### config.mk
export PLATFORM = sky130hd
export DESIGN_NAME = fpalu_addsub_pipe
export DESIGN_NICKNAME = d
export VERILOG_FILES = /design/src/rtl/fpalu_addsub_pipe.sv
export SDC_FILE = /design/constraint.sdc
export NUM_CORES = 1
export LEC_CHECK = 0
export ABC_CLOCK_PERIOD_IN_PS = 9100
export BUFFER_PORTS_ARGS = -buffer_cell sky130_fd_sc_hd__buf_2
export CORE_MARGIN = 3
export CORE_UTILIZATION = 63
export CTS_CLUSTER_SIZE = 14
export DETAILED_ROUTE_END_ITERATION = 10
export HOLD_SLACK_MARGIN = 0.08
export MAX_ROUTING_LAYER = met4
export PLACE_DENSITY = 0.83
export SLEW_MARGIN = 10
export SYNTH_ARGS = -nofsm -noshare
export SYNTH_HDL_FRONTEND = slang
export SYNTH_SLANG_ARGS = --single-unit
### constraint.sdc
create_clock -name clk -period 9.1 [get_ports clk]
set_input_delay 1.82 -clock clk [delete_from_list [all_inputs] [get_ports clk]]
set_output_delay 1.82 -clock clk [all_outputs]
set_load 0.03 [all_outputs]
### src/rtl/fpalu_addsub_pipe.sv
`default_nettype none
// ============================================================================
// Module   : fpalu_addsub_pipe
// Brief    : 3-stage pipelined floating-point adder/subtractor, RNE, FTZ.
// Revision : 1.0 - initial release
// ============================================================================
module fpalu_addsub_pipe #(
    parameter int EXP_W      = 8,
    parameter int MAN_W      = 23,
    parameter int DENORM_FTZ = 1
) (
    input  logic                 clk,
    input  logic                 rst_n,
    input  logic                 in_valid,
    output logic                 in_ready,
    input  logic [EXP_W+MAN_W:0] a_input,
    input  logic [EXP_W+MAN_W:0] b_input,
    input  logic                 op_sub,
    output logic                 out_valid,
    input  logic                 out_ready,
    output logic [EXP_W+MAN_W:0] sum,
    output logic [3:0]           flags
);
    localparam int c_W     = 1 + EXP_W + MAN_W;
    localparam int c_N     = MAN_W + 1;      // significand incl. hidden bit
    localparam int c_AW    = MAN_W + 4;      // significand + guard/round/sticky
    localparam int c_SW    = MAN_W + 5;      // aligned sum incl. carry bit
    localparam int c_WIDE  = 2 * MAN_W + 4;
    localparam int c_SHMAX = MAN_W + 3;
    localparam int c_SHW   = $clog2(MAN_W + 4);
    localparam int c_LZW   = $clog2(MAN_W + 6);
    localparam int c_EW    = EXP_W + c_LZW + 2;

    // ---------------- pipeline control ----------------
    logic r_v1, r_v2, r_v3;
    logic w_adv;
    assign w_adv     = out_ready | ~r_v3;
    assign in_ready  = w_adv;
    assign out_valid = r_v3;

    // ---------------- stage 1: unpack, swap, align ----------------
    logic             w_sa, w_sb;
    logic [EXP_W-1:0] w_ea, w_eb, w_e_big, w_e_sml, w_diff;
    logic [MAN_W-1:0] w_fa, w_fb, w_f_big, w_f_sml;
    logic             w_a_nan, w_b_nan, w_a_inf, w_b_inf;
    logic             w_swap, w_s_big;
    logic [c_N-1:0]   w_sig_sml;
    logic [c_SHW-1:0] w_sh;
    logic [c_WIDE-1:0] w_wide;
    logic [c_AW-1:0]  w_big_al, w_sml_al;
    logic             w_nan, w_inf, w_isign;

    assign w_sa = a_input[c_W-1];
    assign w_sb = b_input[c_W-1] ^ op_sub;
    assign w_ea = a_input[MAN_W +: EXP_W];
    assign w_eb = b_input[MAN_W +: EXP_W];
    // Subnormal operands are treated as signed zero: drop their fraction.
    assign w_fa = (w_ea == '0 && DENORM_FTZ != 0) ? '0 : a_input[MAN_W-1:0];
    assign w_fb = (w_eb == '0 && DENORM_FTZ != 0) ? '0 : b_input[MAN_W-1:0];

    assign w_a_nan = (&w_ea) & (|w_fa);
    assign w_b_nan = (&w_eb) & (|w_fb);
    assign w_a_inf = (&w_ea) & ~(|w_fa);
    assign w_b_inf = (&w_eb) & ~(|w_fb);
    assign w_nan   = w_a_nan | w_b_nan | (w_a_inf & w_b_inf & (w_sa ^ w_sb));
    assign w_inf   = w_a_inf | w_b_inf;
    assign w_isign = w_a_inf ? w_sa : w_sb;

    assign w_swap    = {w_eb, w_fb} > {w_ea, w_fa};
    assign w_e_big   = w_swap ? w_eb : w_ea;
    assign w_e_sml   = w_swap ? w_ea : w_eb;
    assign w_f_big   = w_swap ? w_fb : w_fa;
    assign w_f_sml   = w_swap ? w_fa : w_fb;
    assign w_s_big   = w_swap ? w_sb : w_sa;
    assign w_diff    = w_e_big - w_e_sml;
    assign w_sig_sml = {(|w_e_sml), w_f_sml};

    // Beyond MAN_W+3 places the smaller operand only ever reaches sticky.
    assign w_sh     = (32'(w_diff) >= 32'(c_SHMAX)) ? c_SHW'(c_SHMAX) : c_SHW'(w_diff);
    assign w_wide   = {w_sig_sml, {c_SHMAX{1'b0}}} >> w_sh;
    assign w_sml_al = {w_wide[c_WIDE-1 -: c_N+2], |w_wide[c_N-1:0]};
    assign w_big_al = {(|w_e_big), w_f_big, 3'b000};

    logic             r_s1_sign, r_s1_sub, r_s1_nan, r_s1_inf, r_s1_isign;
    logic [EXP_W-1:0] r_s1_exp;
    logic [c_AW-1:0]  r_s1_big, r_s1_sml;

    // ---------------- stage 2: magnitude add/subtract ----------------
    logic [c_SW-1:0]  w_mag;
    assign w_mag = r_s1_sub ? ({1'b0, r_s1_big} - {1'b0, r_s1_sml})
                            : ({1'b0, r_s1_big} + {1'b0, r_s1_sml});

    logic             r_s2_sign, r_s2_sub, r_s2_nan, r_s2_inf, r_s2_isign;
    logic [EXP_W-1:0] r_s2_exp;
    logic [c_SW-1:0]  r_s2_mag;

    // ---------------- stage 3: normalise, round, pack ----------------
    logic [c_LZW-1:0] w_lz;
    logic [c_SW-1:0]  w_norm;
    logic             w_g, w_rs, w_up, w_rcarry, w_mzero, w_ovf, w_unf;
    logic [MAN_W-1:0] w_frac;
    logic [c_EW-1:0]  w_e;
    logic [c_W-1:0]   w_res;
    logic [3:0]       w_flg;

    always_comb begin
        w_lz = c_LZW'(c_SW);
        for (int i = 0; i < c_SW; i++) begin
            if (r_s2_mag[i]) w_lz = c_LZW'(c_SW - 1 - i);
        end
    end

    assign w_norm   = r_s2_mag << w_lz;
    assign w_mzero  = ~w_norm[c_SW-1];
    assign w_g      = w_norm[3];
    assign w_rs     = |w_norm[2:0];
    assign w_up     = w_g & (w_rs | w_norm[4]);
    assign w_rcarry = (&w_norm[c_SW-2:4]) & w_up;
    assign w_frac   = w_norm[c_SW-2:4] + MAN_W'(w_up);
    // Hidden bit sits one place above its stage-2 home, hence the +1.
    assign w_e      = c_EW'(r_s2_exp) + c_EW'(w_rcarry) + c_EW'(1) - c_EW'(w_lz);
    assign w_ovf    = ~w_e[c_EW-1] &&
                      (w_e[c_EW-2:0] >= {{(c_EW-1-EXP_W){1'b0}}, {EXP_W{1'b1}}});
    assign w_unf    = w_e[c_EW-1] || (w_e == '0);

    always_comb begin
        w_res = '0;
        w_flg = 4'b0000;
        if (r_s2_nan) begin
            w_res = {1'b0, {EXP_W{1'b1}}, 1'b1, {(MAN_W-1){1'b0}}};
            w_flg = 4'b1000;
        end else if (r_s2_inf) begin
            w_res = {r_s2_isign, {EXP_W{1'b1}}, {MAN_W{1'b0}}};
        end else if (w_mzero) begin
            w_res = {r_s2_sub ? 1'b0 : r_s2_sign, {(c_W-1){1'b0}}};
        end else if (w_ovf) begin
            w_res = {r_s2_sign, {EXP_W{1'b1}}, {MAN_W{1'b0}}};
            w_flg = 4'b0101;
        end else if (w_unf) begin
            w_res = {r_s2_sign, {(c_W-1){1'b0}}};
            w_flg = 4'b0011;
        end else begin
            w_res = {r_s2_sign, w_e[EXP_W-1:0], w_frac};
            w_flg = {3'b000, w_g | w_rs};
        end
    end

    logic [c_W-1:0] r_sum;
    logic [3:0]     r_flags;
    assign sum   = r_sum;
    assign flags = r_flags;

    always_ff @(posedge clk or negedge rst_n) begin
        if (!rst_n) begin
            r_v1       <= 1'b0;
            r_v2       <= 1'b0;
            r_v3       <= 1'b0;
            r_s1_sign  <= 1'b0;
            r_s1_sub   <= 1'b0;
            r_s1_nan   <= 1'b0;
            r_s1_inf   <= 1'b0;
            r_s1_isign <= 1'b0;
            r_s1_exp   <= '0;
            r_s1_big   <= '0;
            r_s1_sml   <= '0;
            r_s2_sign  <= 1'b0;
            r_s2_sub   <= 1'b0;
            r_s2_nan   <= 1'b0;
            r_s2_inf   <= 1'b0;
            r_s2_isign <= 1'b0;
            r_s2_exp   <= '0;
            r_s2_mag   <= '0;
            r_sum      <= '0;
            r_flags    <= 4'b0000;
        end else if (w_adv) begin
            r_v1       <= in_valid;
            r_s1_sign  <= w_s_big;
            r_s1_sub   <= w_sa ^ w_sb;
            r_s1_nan   <= w_nan;
            r_s1_inf   <= w_inf;
            r_s1_isign <= w_isign;
            r_s1_exp   <= w_e_big;
            r_s1_big   <= w_big_al;
            r_s1_sml   <= w_sml_al;

            r_v2       <= r_v1;
            r_s2_sign  <= r_s1_sign;
            r_s2_sub   <= r_s1_sub;
            r_s2_nan   <= r_s1_nan;
            r_s2_inf   <= r_s1_inf;
            r_s2_isign <= r_s1_isign;
            r_s2_exp   <= r_s1_exp;
            r_s2_mag   <= w_mag;

            r_v3       <= r_v2;
            if (r_v2) begin
                r_sum   <= w_res;
                r_flags <= w_flg;
            end
        end
    end

endmodule
`default_nettype wire

After elaboration in Yosys (flattened, before gate mapping):

Cells that the tools add are included.
Widths: inputs -> output; s select.

* register bits: 144
* output and inout bits: 38
* word-level logic and storage cells: 116

* add/sub/neg operators: 7
* magnitude comparators: 3
* shift-type cells: 2
* mux-type cells: 49
* bitwise logic cells: 20
* reduce and logical (&&, ||, !) cells: 15

Operator list (number)
* $mux 5: 25
* $mux 32: 3
* $mux 23: 4
* $mux 31: 2
* $shr 50x5->50: 1
* $reduce_or 23->1: 2
* $gt 31x31->1: 1
* $add 27x27->28: 1
* $mux 28: 1
* $shl 28x5->28: 1
* $sub 27x27->28: 1
* $reduce_or 24->1: 1
* $add 23x1->23: 1
* $reduce_and 23->1: 1
* $mux 3: 7
* $logic_not 8->1: 2
* $mux 8: 2
* $reduce_and 8->1: 2
* $reduce_or 8->1: 2
* $logic_not 15->1: 1
* $ge 14x8->1 const B: 1
* $sub 10x5->11: 1
* $add 9x1->10 const B: 1
* $add 8x1->9: 1
* other kinds (13): 31

Logic depth before layout (Yosys ltp):

* depth in word-level cells: 43
* gate-level depth with buffers: 37
* depth with buffers taken out: 34

Worst setup path before layout:

No wires, ideal clock.

* kind: input to register
* from: input port b_input[29]
* to: register r_s1_sml[0]
* arrival time: 7.217 ns
* required time: 8.972 ns
* path slack: 1.755 ns
* cell stages on the path: 27
* path through: clkbuf_1 > nor4_1 > nand2_1 > clkbuf_1 > and2_1 > ha_1 > nand4_1 > or4_4 > a311o_2 > a211o_1 > and2_1 > ha_1 > clkbuf_1 > nand2_1 > a31oi_1 > nor3b_1 > o21ai_4 > nand4_2 > buf_6 > buf_6 > a211oi_2 > a211oi_1 > a21oi_1 > mux2_2 > nor4_1 > and4bb_1 > o22ai_1

* word-level cells in the longest chain between the ends: 9

RTL lines
* from (decl): line 17 `input logic [EXP_W+MAN_W:0] b_input,`
* $logic_not 8->1: line 59 `assign w_fb = (w_eb == '0 && DENORM_FTZ != 0) ? '0 : b_input[MAN_W-1:0];`
* $mux 23: line 59
* $gt 31x31->1: line 69 `assign w_swap = {w_eb, w_fb} > {w_ea, w_fa};`
* $mux 8 (on tied branches): line 70, 71
* $sub 8x8->8: line 75 `assign w_diff = w_e_big - w_e_sml;`
* $ge 8x5->1: line 79 `assign w_sh = (32'(w_diff) >= 32'(c_SHMAX)) ? c_SHW'(c_SHMAX) : c_SHW'(w_diff);`
* $mux 5: line 79
* $shr 50x5->50 (*): line 80 `assign w_wide = {w_sig_sml, {c_SHMAX{1'b0}}} >> w_sh;`
* $reduce_or 24->1 (*): line 81 `assign w_sml_al = {w_wide[c_WIDE-1 -: c_N+2], |w_wide[c_N-1:0]};`
* to (signal assigned): line 184 `r_s1_sml <= w_sml_al;`
* to (decl): line 86 `logic [c_AW-1:0] r_s1_big, r_s1_sml;`

Every way passes the cells marked *; elsewhere a longest branch is shown, timed or not.
A chain may end at the register's enable or synchronous reset.

Worst setup path in the final report:

* from: register r_s2_mag[0]
* to: register r_sum[2], in the netlist sum[2]

* word-level cells in the longest chain between the ends: 43

RTL lines
* from (decl): line 95 `logic [c_SW-1:0] r_s2_mag;`
* from (signal assigned): line 193 `r_s2_mag <= w_mag;`
* branches (longest 40 deep; another with $mux 5)
* $mux 32 (*): line 134 `end else if (w_mzero) begin`
* $mux 32 (*): line 132 `end else if (r_s2_inf) begin`
* $mux 32 (*): line 129 `if (r_s2_nan) begin`
* to (signal assigned): line 197 `r_sum <= w_res;`
* to (decl): line 148 `logic [c_W-1:0] r_sum;`

Every way passes the cells marked *.

==> summary.txt <==
Clock network
  – Max Buffers Root-to-Sink: 2
  – H-Tree Depth: 4
  – CTS sink cnt: 144
  – CTS tree: built
  – Worst-path clk slew: 0.06 ns
  – Clk Latency, worst-skew pair: 0.43 ns
  – CTS buffer count: 17
  – Root Buffer: clkbuf_16

Layout
  – Inserted Diodes: 0
  – NumNets Final: 2,094
  – Area delta synth->final: 8.36%
  – Post-route cell area: 15,600 um2
  – Layout cells sized above 1: 11.6%

Detailed routing
  – WL met2: 20,100 um
  – Post-Route WL: 44,800 um
  – Vias per inst: 6.62
  – DR top layer: met4
  – Routed met1 length: 19,900 um
  – Final antenna-violating net count: 0
  – Vias: 14.7k
  – WL/cell: 20.2 um
  – DRT iter0 DRCs: 1,875
  – DR pass1 iterations: 8
  – Metal3 WL: 3550 um
  – Residual DRC: 0

Worst setup path
  – Crit-path slowest cell: or4_1
  – Crit. End Element: flop
  – WS Path Type: flop to flop
  – R2r setup slk: 0.68 ns
  – Critical path's top delay family: compound AO/OA/AOI/OAI gates
  – R2r endpoint: sum[2]
  – FF-to-FF Start: r_s2_mag[0]
  – Critical Path Most Common Cell: a21oi_1
  – Critical Path Max Stage Delay: 0.70 ns
  – CP Launch Type: flop
  – Worst path bufs/invs: 2
  – Critical path arrival: 8.68 ns
  – Critical Path RT: 9.36 ns
  – Crit-path max FO: 20
  – Worst Reg-to-Reg Cells: 25

Synth
  – Top-count cell post-synth: nand2_1
  – Post-synthesis sequential area ratio: 25.0%
  – Post-Syn Nets: 2,065
  – Async SR Flop Fraction: 100%
  – Synth cell count leaders: nand2_1, o21ai_0, nor2_1
  – Synth area leaders: dfrtp_1, ha_1, nand2_1
  – Post-synth EDFFs: 0
  – Mean Syn Cell Area: 7.59 um2
  – Leading area contributor after synthesis: dfrtp_1
  – Synthesized area: 14,400 um2
  – Synth top area share: 25.0%
  – Ys flop type: dfrtp_1
  – Cells after Synth: 1,898
  – Synthesis Warnings: 0
  – Synth unique cells: 97
  – Flop and latch count out of synthesis: 144

Placed design
  – Detailed Place HPWL: 33,700 um
  – DP Area: 15,000 um2
  – RD Place Congestion: 1.02
  – IO buf count: 106
  – Dpl ws: 0.698 ns

Timing
  – Min Tclk post-route: 8.42 ns
  – Worst-Margin Slew: 1.04 ns
  – Period utilization: 92.5%
  – Fmax: 119 MHz
  – TNS Setup: 0 ns
  – Final Hold Viols: 0
  – Slew Viols, Final: 0
  – RSZ-0062 raised after global routing: false
  – Relative slew slack: 30.7%
  – Fin worst setup slack: 0.681 ns
  – Hold Worst Slack: 0.467 ns
  – Worst Skew: 0.0174 ns
  – Final setup viols: 0

Floorplanning
  – DIE HEIGHT: 157 um
  – Core Rows: 54
  – IO Count: 107
  – Die X: 157 um
  – Core area: 22,200 um2
  – Initial Utilization: 65.0%
  – Die area: 24,700 um2

Global routing
  – Grt total ovfl: 0
  – Initial antenna violation count: 2
  – Total track usage: 36.8%
  – First-pass GRT wire length: 71,000 um
  – Largest net degree at the start of global routing: 103
  – Vias in the first global route: 13.4k

Status
  – Status: finished clean

Pwr
  – PD cells: 316 nW/um2
  – Total chip power: 4930 uW
  – Pleak: 0.00692 uW
  – Maximum VDD drop: 200 uV

Hold path
  – Type of the worst min-delay path: flop to flop
  – Min-Delay Startpoint: flags[3]
  – Hold path cells: 2
  – Hold Path Sink: flags[3]

Flow run
  – Max-cap violations: 0
==> worst reg2reg max path, delay by kind of cell (launching register included) <==
| family | cells | cell delay [ns] |
|---|---|---|
| fa+ha+maj | 3 | 1.04 |
| mux | 1 | 0.25 |
| compound gates | 12 | 3.01 |
| simple gates | 7 | 2.95 |
| buf+inv | 2 | 0.39 |
| flops | 1 | 0.61 |
==> cell type report <==
class / instances / area, um2
Clock buffer: 19 / 453
Clock inverter: 11 / 176
Fill cell: 1815 / 6560
Inverter: 100 / 375
Multi-Input combinational cell: 1530 / 9880
Sequential cell: 144 / 3600
Tap cell: 280 / 350
Timing Repair Buffer: 134 / 759
==> layer usage <==
metal  vias up  GRT usage (%)
li1       6932              -
met1      6902           51.8
met2       738           56.1
met3       106           4.98
met4         0           10.2
met5         -              -
==> logic make-up (layout without fill, tap and decap cells) <==
group,Yosys count,after routing,synth area share [%]
AND/OR/NAND/NOR,659,659,21.9
AO/OA/AOI/OAI,634,634,27.8
buffers and inverters,224,264,6.51
flip-flops,144,144,25.0
adder cells (fa/ha/maj),98,98,8.67
multiplexers,87,87,6.85
XOR/XNOR,52,52,3.16
==> how the worst max path moves through the flow <==
stage           startpoint     endpoint  depth (start not counted)
3_5_place_dp   b_input[27]  r_s1_sml[0]                         26
6_report       r_s2_mag[0]       sum[2]                         25
5_1_grt        r_s2_mag[0]       sum[0]                         30
2_1_floorplan  b_input[29]  r_s1_sml[0]                         27
4_1_cts        r_s2_mag[0]       sum[0]                         30
3_3_place_gp   b_input[27]  r_s1_sml[0]                         25
==> timing repair <==
action	4_1_cts	5_1_grt
setup endpoints to repair	0	1
hold buffers	0	0
setup buffers	0	0
gates resized for setup	0	1
==> registers in the layout, summed over array words and instances, names as in the netlist, 4 cells and up <==
register	count
sum	32
r_s2_mag	28
r_s1_sml	27
r_s1_big	24
r_s1_exp	8
r_s2_exp	8
flags	4
==> cells in the final DEF (no fill, tap or decap), drive strengths merged, types with 40 or more instances in the layout <==
cell type  instances
a211oi            51
a21oi            169
and2              40
buf              134
dfrtp            144
ha                95
inv              102
mux2i             67
nand2            259
nor2             174
o21ai            189
==> per-stage QoR <==
step                util, %  std cells
global route           70.4       2218
finish                 70.4       2218
CTS                    70.4       2218
detailed placement     67.5       2188
floorplan                 -       1898
global placement       67.5       2188
==> where the power goes <==
| group | internal (uW) | leakage (uW) | total, uW | switching [uW] |
|---|---|---|---|---|
| sequential | 841 | 0.00181 | 1080 | 243 |
| clock | 475 | 0.000307 | 774 | 299 |
| combinational | 1140 | 0.00480 | 3070 | 1930 |
No activity file was read; power rests on OpenSTA's default activity.
